==> src/rtl/ss_seq.sv <==
// Save-state sequencer: walks mapper slots over the ss_* strobe bus, streaming them to the host
// on save, or writing a host byte stream back into the mapper on restore.
module ss_seq #(
  parameter int NSLOT   = 18,
  parameter int ID_ADDR = 127,
  parameter int HALF    = 4
) (
  input  logic       clk,
  input  logic       rst_n,
  input  logic       start,
  input  logic       mode,
  output logic       busy,
  output logic       done,
  output logic       err,
  output logic [7:0] tx_data,
  output logic       tx_valid,
  input  logic       tx_ready,
  input  logic [7:0] rx_data,
  input  logic       rx_valid,
  output logic       rx_ready,
  output logic       ss_act,
  output logic       ss_we,
  output logic [7:0] ss_addr,
  output logic [7:0] ss_wdat,
  input  logic [7:0] ss_rdat,
  output logic       ss_m2
);

  localparam int PW = $clog2(2 * HALF);
  localparam logic [7:0] ID8 = 8'(ID_ADDR);
  localparam logic [7:0] LAST = 8'(NSLOT - 1);

  typedef enum logic [3:0] {
    IDLE, HDR_RD, HDR_TX, HDR_CMP, SL_RD, SL_TX, SL_RX, SL_WR, FIN
  } state_t;

  state_t          r_state, w_next;
  logic [PW-1:0]   r_ph;
  logic [7:0]      r_cnt;
  logic [7:0]      r_addr;
  logic [7:0]      r_wdat;
  logic [7:0]      r_id;
  logic [7:0]      r_byte;
  logic            r_we;
  logic            r_m2;
  logic            r_err;
  logic            r_mode;
  logic            w_bus;
  logic            w_samp;
  logic            w_end;
  logic            w_last;

  assign w_bus  = (r_state == HDR_RD) || (r_state == SL_RD) || (r_state == SL_WR);
  assign w_samp = (r_ph == PW'(HALF - 1));
  assign w_end  = (r_ph == PW'(2 * HALF - 1));
  assign w_last = (r_cnt == LAST);

  assign ss_we   = r_we;
  assign ss_addr = r_addr;
  assign ss_wdat = r_wdat;
  assign ss_m2   = r_m2;
  assign err     = r_err;

  always_comb begin
    w_next   = r_state;
    busy     = 1'b0;
    done     = 1'b0;
    ss_act   = 1'b0;
    tx_valid = 1'b0;
    rx_ready = 1'b0;
    tx_data  = (r_state == HDR_TX) ? r_id : r_byte;
    unique case (r_state)
      IDLE:    if (start) w_next = HDR_RD;
      HDR_RD:  if (w_end) w_next = r_mode ? HDR_CMP : HDR_TX;
      HDR_TX:  if (tx_ready) w_next = SL_RD;
      SL_RD:   if (w_end) w_next = SL_TX;
      SL_TX:   if (tx_ready) w_next = w_last ? FIN : SL_RD;
      HDR_CMP: if (rx_valid) w_next = (rx_data == r_id) ? SL_RX : FIN;
      SL_RX:   if (rx_valid) w_next = SL_WR;
      SL_WR:   if (w_end) w_next = w_last ? FIN : SL_RX;
      FIN:     w_next = IDLE;
      default: w_next = IDLE;
    endcase
    if (r_state != IDLE && r_state != FIN) begin
      busy   = 1'b1;
      ss_act = 1'b1;
    end
    if (r_state == FIN) done = 1'b1;
    if (r_state == HDR_TX || r_state == SL_TX) tx_valid = 1'b1;
    if (r_state == HDR_CMP || r_state == SL_RX) rx_ready = 1'b1;
  end

  always_ff @(posedge clk or negedge rst_n) begin
    if (!rst_n) begin
      r_state <= IDLE;
      r_ph    <= '0;
      r_cnt   <= '0;
      r_addr  <= '0;
      r_wdat  <= '0;
      r_we    <= 1'b0;
      r_m2    <= 1'b1;
      r_err   <= 1'b0;
      r_mode  <= 1'b0;
    end else begin
      r_state <= w_next;
      // strobe phase: high for HALF clocks from setup, low for HALF, we released at the end
      if (w_bus) begin
        r_ph <= w_end ? '0 : r_ph + PW'(1);
        if (w_samp) r_m2 <= 1'b0;
        if (w_end) begin
          r_m2 <= 1'b1;
          r_we <= 1'b0;
        end
      end
      unique case (r_state)
        IDLE: if (start) begin
          r_err  <= 1'b0;
          r_cnt  <= '0;
          r_mode <= mode;
          r_addr <= ID8;
        end
        HDR_TX: if (tx_ready) r_addr <= r_cnt;
        SL_TX: if (tx_ready && !w_last) begin
          r_cnt  <= r_cnt + 8'd1;
          r_addr <= r_cnt + 8'd1;
        end
        HDR_CMP: if (rx_valid && rx_data != r_id) r_err <= 1'b1;
        SL_RX: if (rx_valid) begin
          r_wdat <= rx_data;
          r_addr <= r_cnt;
          r_we   <= 1'b1;
        end
        SL_WR: if (w_end && !w_last) r_cnt <= r_cnt + 8'd1;
        default: ;
      endcase
    end
  end

  // read data is captured on the last high-phase clock
  always_ff @(posedge clk) begin
    if (r_state == HDR_RD && w_samp) r_id <= ss_rdat;
    if (r_state == SL_RD && w_samp) r_byte <= ss_rdat;
  end

endmodule

==> config.mk <==
export PLATFORM = sky130hd
export DESIGN_NAME = ss_seq
export DESIGN_NICKNAME = d
export VERILOG_FILES = /design/src/rtl/ss_seq.sv
export SDC_FILE = /design/constraint.sdc
export NUM_CORES = 1
export LEC_CHECK = 0
export ABC_AREA = 1
export BUFFER_PORTS_ARGS = -buffer_cell sky130_fd_sc_hd__buf_2
export CORE_MARGIN = 2
export CORE_UTILIZATION = 25
export CTS_CLUSTER_DIAMETER = 30
export DETAILED_ROUTE_END_ITERATION = 10
export HOLD_SLACK_MARGIN = 0.03
export PLACE_DENSITY = 0.51
export SLEW_MARGIN = 0
export SYNTH_ARGS = -nofsm -noshare
export SYNTH_HDL_FRONTEND = slang
export SYNTH_SLANG_ARGS = --single-unit
==> constraint.sdc <==
create_clock -name clk -period 4.1 [get_ports clk]
set_input_delay 0.205 -clock clk [delete_from_list [all_inputs] [get_ports clk]]
set_output_delay 0.205 -clock clk [all_outputs]
set_load 0.01 [all_outputs]
==> Word level (Yosys, flattened, before mapping) <==
Index checks and enable logic that the tools add are counted.
{ "op_classes": {"add_sub_neg": 2, "eq_ne": 25, "muxes": 36, "reduce_logical": 24} }
{ "ops": {"columns": ["cell", "n"], "rows": [
  ["$mux W8", 7],
  ["$mux W4", 11],
  ["$pmux W4 S8", 1],
  ["$pmux W8 S4", 1],
  ["$pmux W8 S3", 1],
  ["$eq A4 B3 Y1 const B", 4],
  ["$ne A2 B2 Y1 const B", 8],
  ["$mux W1", 13],
  ["$add A8 B1 Y8 const B", 1],
  ["$eq A4 B2 Y1 const B", 2],
  ["$eq A8 B5 Y1 const B", 1],
  ["$eq A8 B8 Y1", 1],
  ["$ne A8 B8 Y1", 1],
  ["$reduce_and A8 Y1", 1],
  ["$reduce_bool A4 Y1", 2],
  ["$logic_and A1 B1 Y1", 6],
  ["$ne A2 B1 Y1 const B", 3],
  ["$reduce_and A2 Y1", 3],
  ["$reduce_and A5 Y1", 1],
  ["$eq A4 B1 Y1 const B", 1],
  ["$eq A4 B4 Y1 const B", 1],
  ["$logic_not A4 Y1", 1],
  ["$logic_or A1 B1 Y1", 4],
  ["$ne A4 B4 Y1 const B", 1],
  ["10 further kinds", 11]
]} }
{ "totals": {"register_bits": 51, "output_inout_bits": 32, "elab_cells": 98} }

==> Longest topological paths before layout <==
{ "depth": {"word_depth": 6, "depth_mapped": 11, "ltp_nobuf": 11} }

==> Worst setup path after synthesis <==
No wires, ideal clock.
{ "synth_timing": {"path_type": "flip-flop to output port", "start": "register r_state[0]", "end": "output port tx_data[0]", "arrival_time_ps": 1371, "required_time_ps": 3895, "setup_slack_ps": 2524, "path_stages_with_launch": 7, "n_path_buf": 1, "path_cell_list": "dfrtp_1 inv_2 nand2_2 nor2_2 inv_1 clkbuf_1 o21ai_0"} }
{ "synth_between": {"elab_chain_len": 2} }
{ "synth_lines": {"columns": ["element", "line_no", "rtl"], "rows": [
  ["start: declaration", "37", "state_t r_state, w_next;"],
  ["start signal: assignment", "105", "r_state <= w_next;"],
  ["$eq A4 B2 Y1", "71", "tx_data = (r_state == HDR_TX) ? r_id : r_byte;"],
  ["$mux W8", "71", null],
  ["end: declaration", "15", "output logic [7:0] tx_data,"]
]} }
No other way between the ends.

==> Worst setup path after layout <==
{ "layout_timing": {"start": "register r_state[0]", "end": "output port tx_data[5]"} }
Same word-level chain as after synthesis.

==> impl_metrics.json <==
{
  "post_synth_inst_count": 333,
  "vdd.ir_drop.worst_mv": 0.234,
  "num_vias": 2257,
  "timing.critical_path.arrival_ns": 1.96,
  "min_delay_worst_endpoint": "r_byte[1]$_DFFE_PP_",
  "floorplan.die_area_mm2": 0.0118,
  "rsz0062_at_grt": "no",
  "r2r_setup_slack_ns": 2.25,
  "fin_crit_sh_pct": 52.8,
  "ctsLongestPathBuffers": 2,
  "filler_cell_count": 1199,
  "run_status": "finished, final reports clean",
  "synth.distinct_cells": 31,
  "cts_num_sinks": 51,
  "fmax_mhz": 462,
  "ios": 54,
  "timing.max_slew.rel_slack_pct": 44.8,
  "overflow": 0,
  "synth_edf_count": 16,
  "cellLeakagePower_nw": 1.57,
  "cts_inserted_buffers": 5,
  "clock_tree_from_tritoncts": "done",
  "setup.worst_path.class": "flip-flop to output pin",
  "synth_flop_cell": "dfrtp_1",
  "worst_r2r_endpoint": "ss_addr[3]$_DFFE_PN0P_",
  "setup-tns-final_ns": 0,
  "clock_insertion_delay_worst_skew_ns": 0.31,
  "worstPathMaxFanout": 14,
  "yosys_warnings": 0,
  "synth_seq_area_share_pct": 49.6,
  "final_antenna_net_count": 0,
  "holdCritStartpoint": "ss_rdat[1]",
  "cts.root.buffer_cell": "clkbuf_8",
  "timing.hold.worst_path_depth": 1,
  "hold_viol_final": 0,
  "period_minus_slack_ns": 2.17,
  "placeableCoreArea_mm2": 0.0107,
  "startpoint_type": "flip-flop",
  "synthesis.nets": 360,
  "wl_cell_um": 12.4,
  "port_buffers": 53,
  "ys_seq_elements": 51,
  "worstPathRequired_ns": 3.89,
  "reg2reg_from": "r_state[0]$_DFFE_PN0P_",
  "post-layout-total-power_mw": 2.11,
  "wl_mm": 6.54,
  "timing.hold.worst.class": "input port to flip-flop",
  "initial_core_util_pct": 25.5,
  "maxCapViolations": 0,
  "multi_input_comb_area_mm2": 0.00119,
  "n_antenna_cell": 0,
  "finalClockSkew_ns": 0.00572,
  "die_h_um": 109,
  "area.sequential_mm2": 0.00136,
  "synthesis.area_mm2": 0.00274,
  "area_after_detailed_placement_mm2": 0.00313,
  "cts_max_level": 2,
  "power.density_mw_per_mm2": 646,
  "layout-drive-gt1-share_pct": 24.5,
  "drc": 0,
  "timing.critical_path.to_type": "output pin",
  "worstMarginPinSlew_ns": 0.828,
  "grt_pass1_wl_mm": 10.6,
  "viasPerCell": 4.28,
  "dr.pass1.iters": 4,
  "via_count_of_the_first_global_routing_pass": 2198,
  "gp_routability_congestion": 0.850,
  "worstRegToRegCells": 10,
  "rows": 38,
  "pin_count_of_the_biggest_net_entering_global_routing": 36,
  "die_x_um": 109,
  "grt_use_total_pct": 11.7,
  "drt_iter0_drc": 111,
  "flow.area_growth_from_synthesis_pct": 19.5,
  "final_net_count": 413,
  "hpwl_mm": 5.06,
  "clk_pin_slew_worst_paths_ns": 0.10,
  "final_number_of_max_transition_violations": 0,
  "synth.avg_cell_area_um2": 8.22,
  "setup_viol": 0,
  "postLayoutCellArea_mm2": 0.00327,
  "grt_antenna_before_repair": 0,
  "synth-async-reset-ratio_pct": 68.6
}
==> flip-flops by register name (all words and copies together) (netlist names) <==
| register | count |
|---|---|
| err | 1 |
| r_byte | 8 |
| r_cnt | 8 |
| r_id | 8 |
| r_mode | 1 |
| r_ph | 3 |
| r_state | 4 |
| ss_addr | 8 |
| ss_m2 | 1 |
| ss_wdat | 8 |
| ss_we | 1 |
==> per-stage QoR <==
step           cells  setup slack, ns  hold slack (ns)  util (%)
4_1_cts          527             1.90           0.0703      30.4
6_report         527             1.93           0.0797      30.4
3_5_place_dp     518             2.21            0.367      29.1
3_3_place_gp     518             2.24            0.367      29.1
2_1_floorplan    333             2.52          -0.0906         -
5_1_grt          527             1.76           0.0671      30.4
==> what timing repair did <==
action | CTS | global route
buffers inserted | 0 | 0
resized for setup | 0 | 0
endpoints found under the hold margin | 15 | 0
hold buffers | 1 | 0
==> power by group <==
part | leakage (nW) | internal (mW) | total [mW] | switching [mW]
sequential | 0.587 | 0.668 | 0.758 | 0.0892
combinational | 0.915 | 0.322 | 0.933 | 0.610
clock | 0.0644 | 0.244 | 0.422 | 0.178
total | 1.57 | 1.23 | 2.11 | 0.878
==> synthesized netlist by cell type (2+ instances only) <==
cell type,n,share of area [%]
nand2_2,7,1.6
or2_2,3,0.69
nand2_1,116,16
inv_2,7,0.96
o21ai_0,16,2.9
clkbuf_1,2,0.27
mux2_2,4,1.6
xnor2_1,4,1.3
o21ai_1,5,0.91
ha_1,5,2.3
xor2_1,3,0.96
edfxtp_1,16,18
buf_2,3,0.55
nor2_1,24,3.3
a21oi_1,10,1.8
o21ai_2,7,2.2
nand4_1,3,0.69
nor2_2,2,0.46
nand3_1,19,3.5
dfrtp_1,34,31
o211ai_1,3,0.82
inv_1,29,4.0
nor2_4,2,0.82
buf_6,2,0.82
==> how the worst max path moves through the flow <==
stage,start,to
2_1_floorplan,r_state[0]$_DFFE_PN0P_,tx_data[0]
3_3_place_gp,r_state[1]$_DFFE_PN0P_,r_id[6]$_DFFE_PP_
4_1_cts,r_state[0]$_DFFE_PN0P_,tx_data[5]
5_1_grt,r_state[0]$_DFFE_PN0P_,tx_data[5]
6_report,r_state[0]$_DFFE_PN0P_,tx_data[5]
3_5_place_dp,r_state[1]$_DFFE_PN0P_,r_id[6]$_DFFE_PP_
==> layout make-up <==
| type | count | share of cell area (%) |
|---|---|---|
| Clock buffer | 5 | 2.10 |
| Inverter | 36 | 4.13 |
| Tap cell | 140 | 5.35 |
| Multi-Input combinational cell | 238 | 36.4 |
| Sequential cell | 51 | 41.5 |
| Timing Repair Buffer | 54 | 8.41 |
| Clock inverter | 3 | 2.07 |
==> cells by family after synthesis <==
group | share of synthesized area, %
DFF | 49.6
muxes | 2.06
xor gates and xnor gates | 2.24
AOI/OAI and AO/OA | 8.96
buffers and inverters | 6.86
adders and majority gates | 2.29
and+or+nand+nor | 28.0
==> placed cells by master, fill, tap and decap left out, types with 2 or more instances in the layout <==
master / netlist / routed
xnor2_1: 4 / 4
edfxtp_1: 16 / 16
a21oi_1: 10 / 10
nor2_2: 2 / 2
nand4_1: 3 / 3
nor2_4: 2 / 2
inv_1: 29 / 29
dfrtp_1: 34 / 34
ha_1: 5 / 5
buf_2: 3 / 53
o21ai_1: 5 / 5
nand3_1: 19 / 19
o211ai_1: 3 / 3
clkbuf_8: 0 / 5
nand2_2: 7 / 7
inv_2: 7 / 7
bufinv_16: 0 / 2
nor2_1: 24 / 24
nand2_1: 116 / 116
or2_2: 3 / 3
o21ai_0: 16 / 16
xor2_1: 3 / 3
mux2_2: 4 / 4
o21ai_2: 7 / 7
==> layer usage <==
layer | share of wire, % | track usage [%]
met5 | 0 | 0
met4 | 1.2 | 2.93
met3 | 4.4 | 2.51
met2 | 49 | 20.2
met1 | 46 | 14.8
==> worst max-delay path, cell delays in order, from the launching register on <==
cell     delay, ns
dfrtp_1       0.45
inv_2         0.12
nand2_2       0.08
nor2_2        0.28
inv_1         0.29
o21ai_0       0.26
buf_2         0.17
Note: power is estimated with default switching activity, not from simulation.
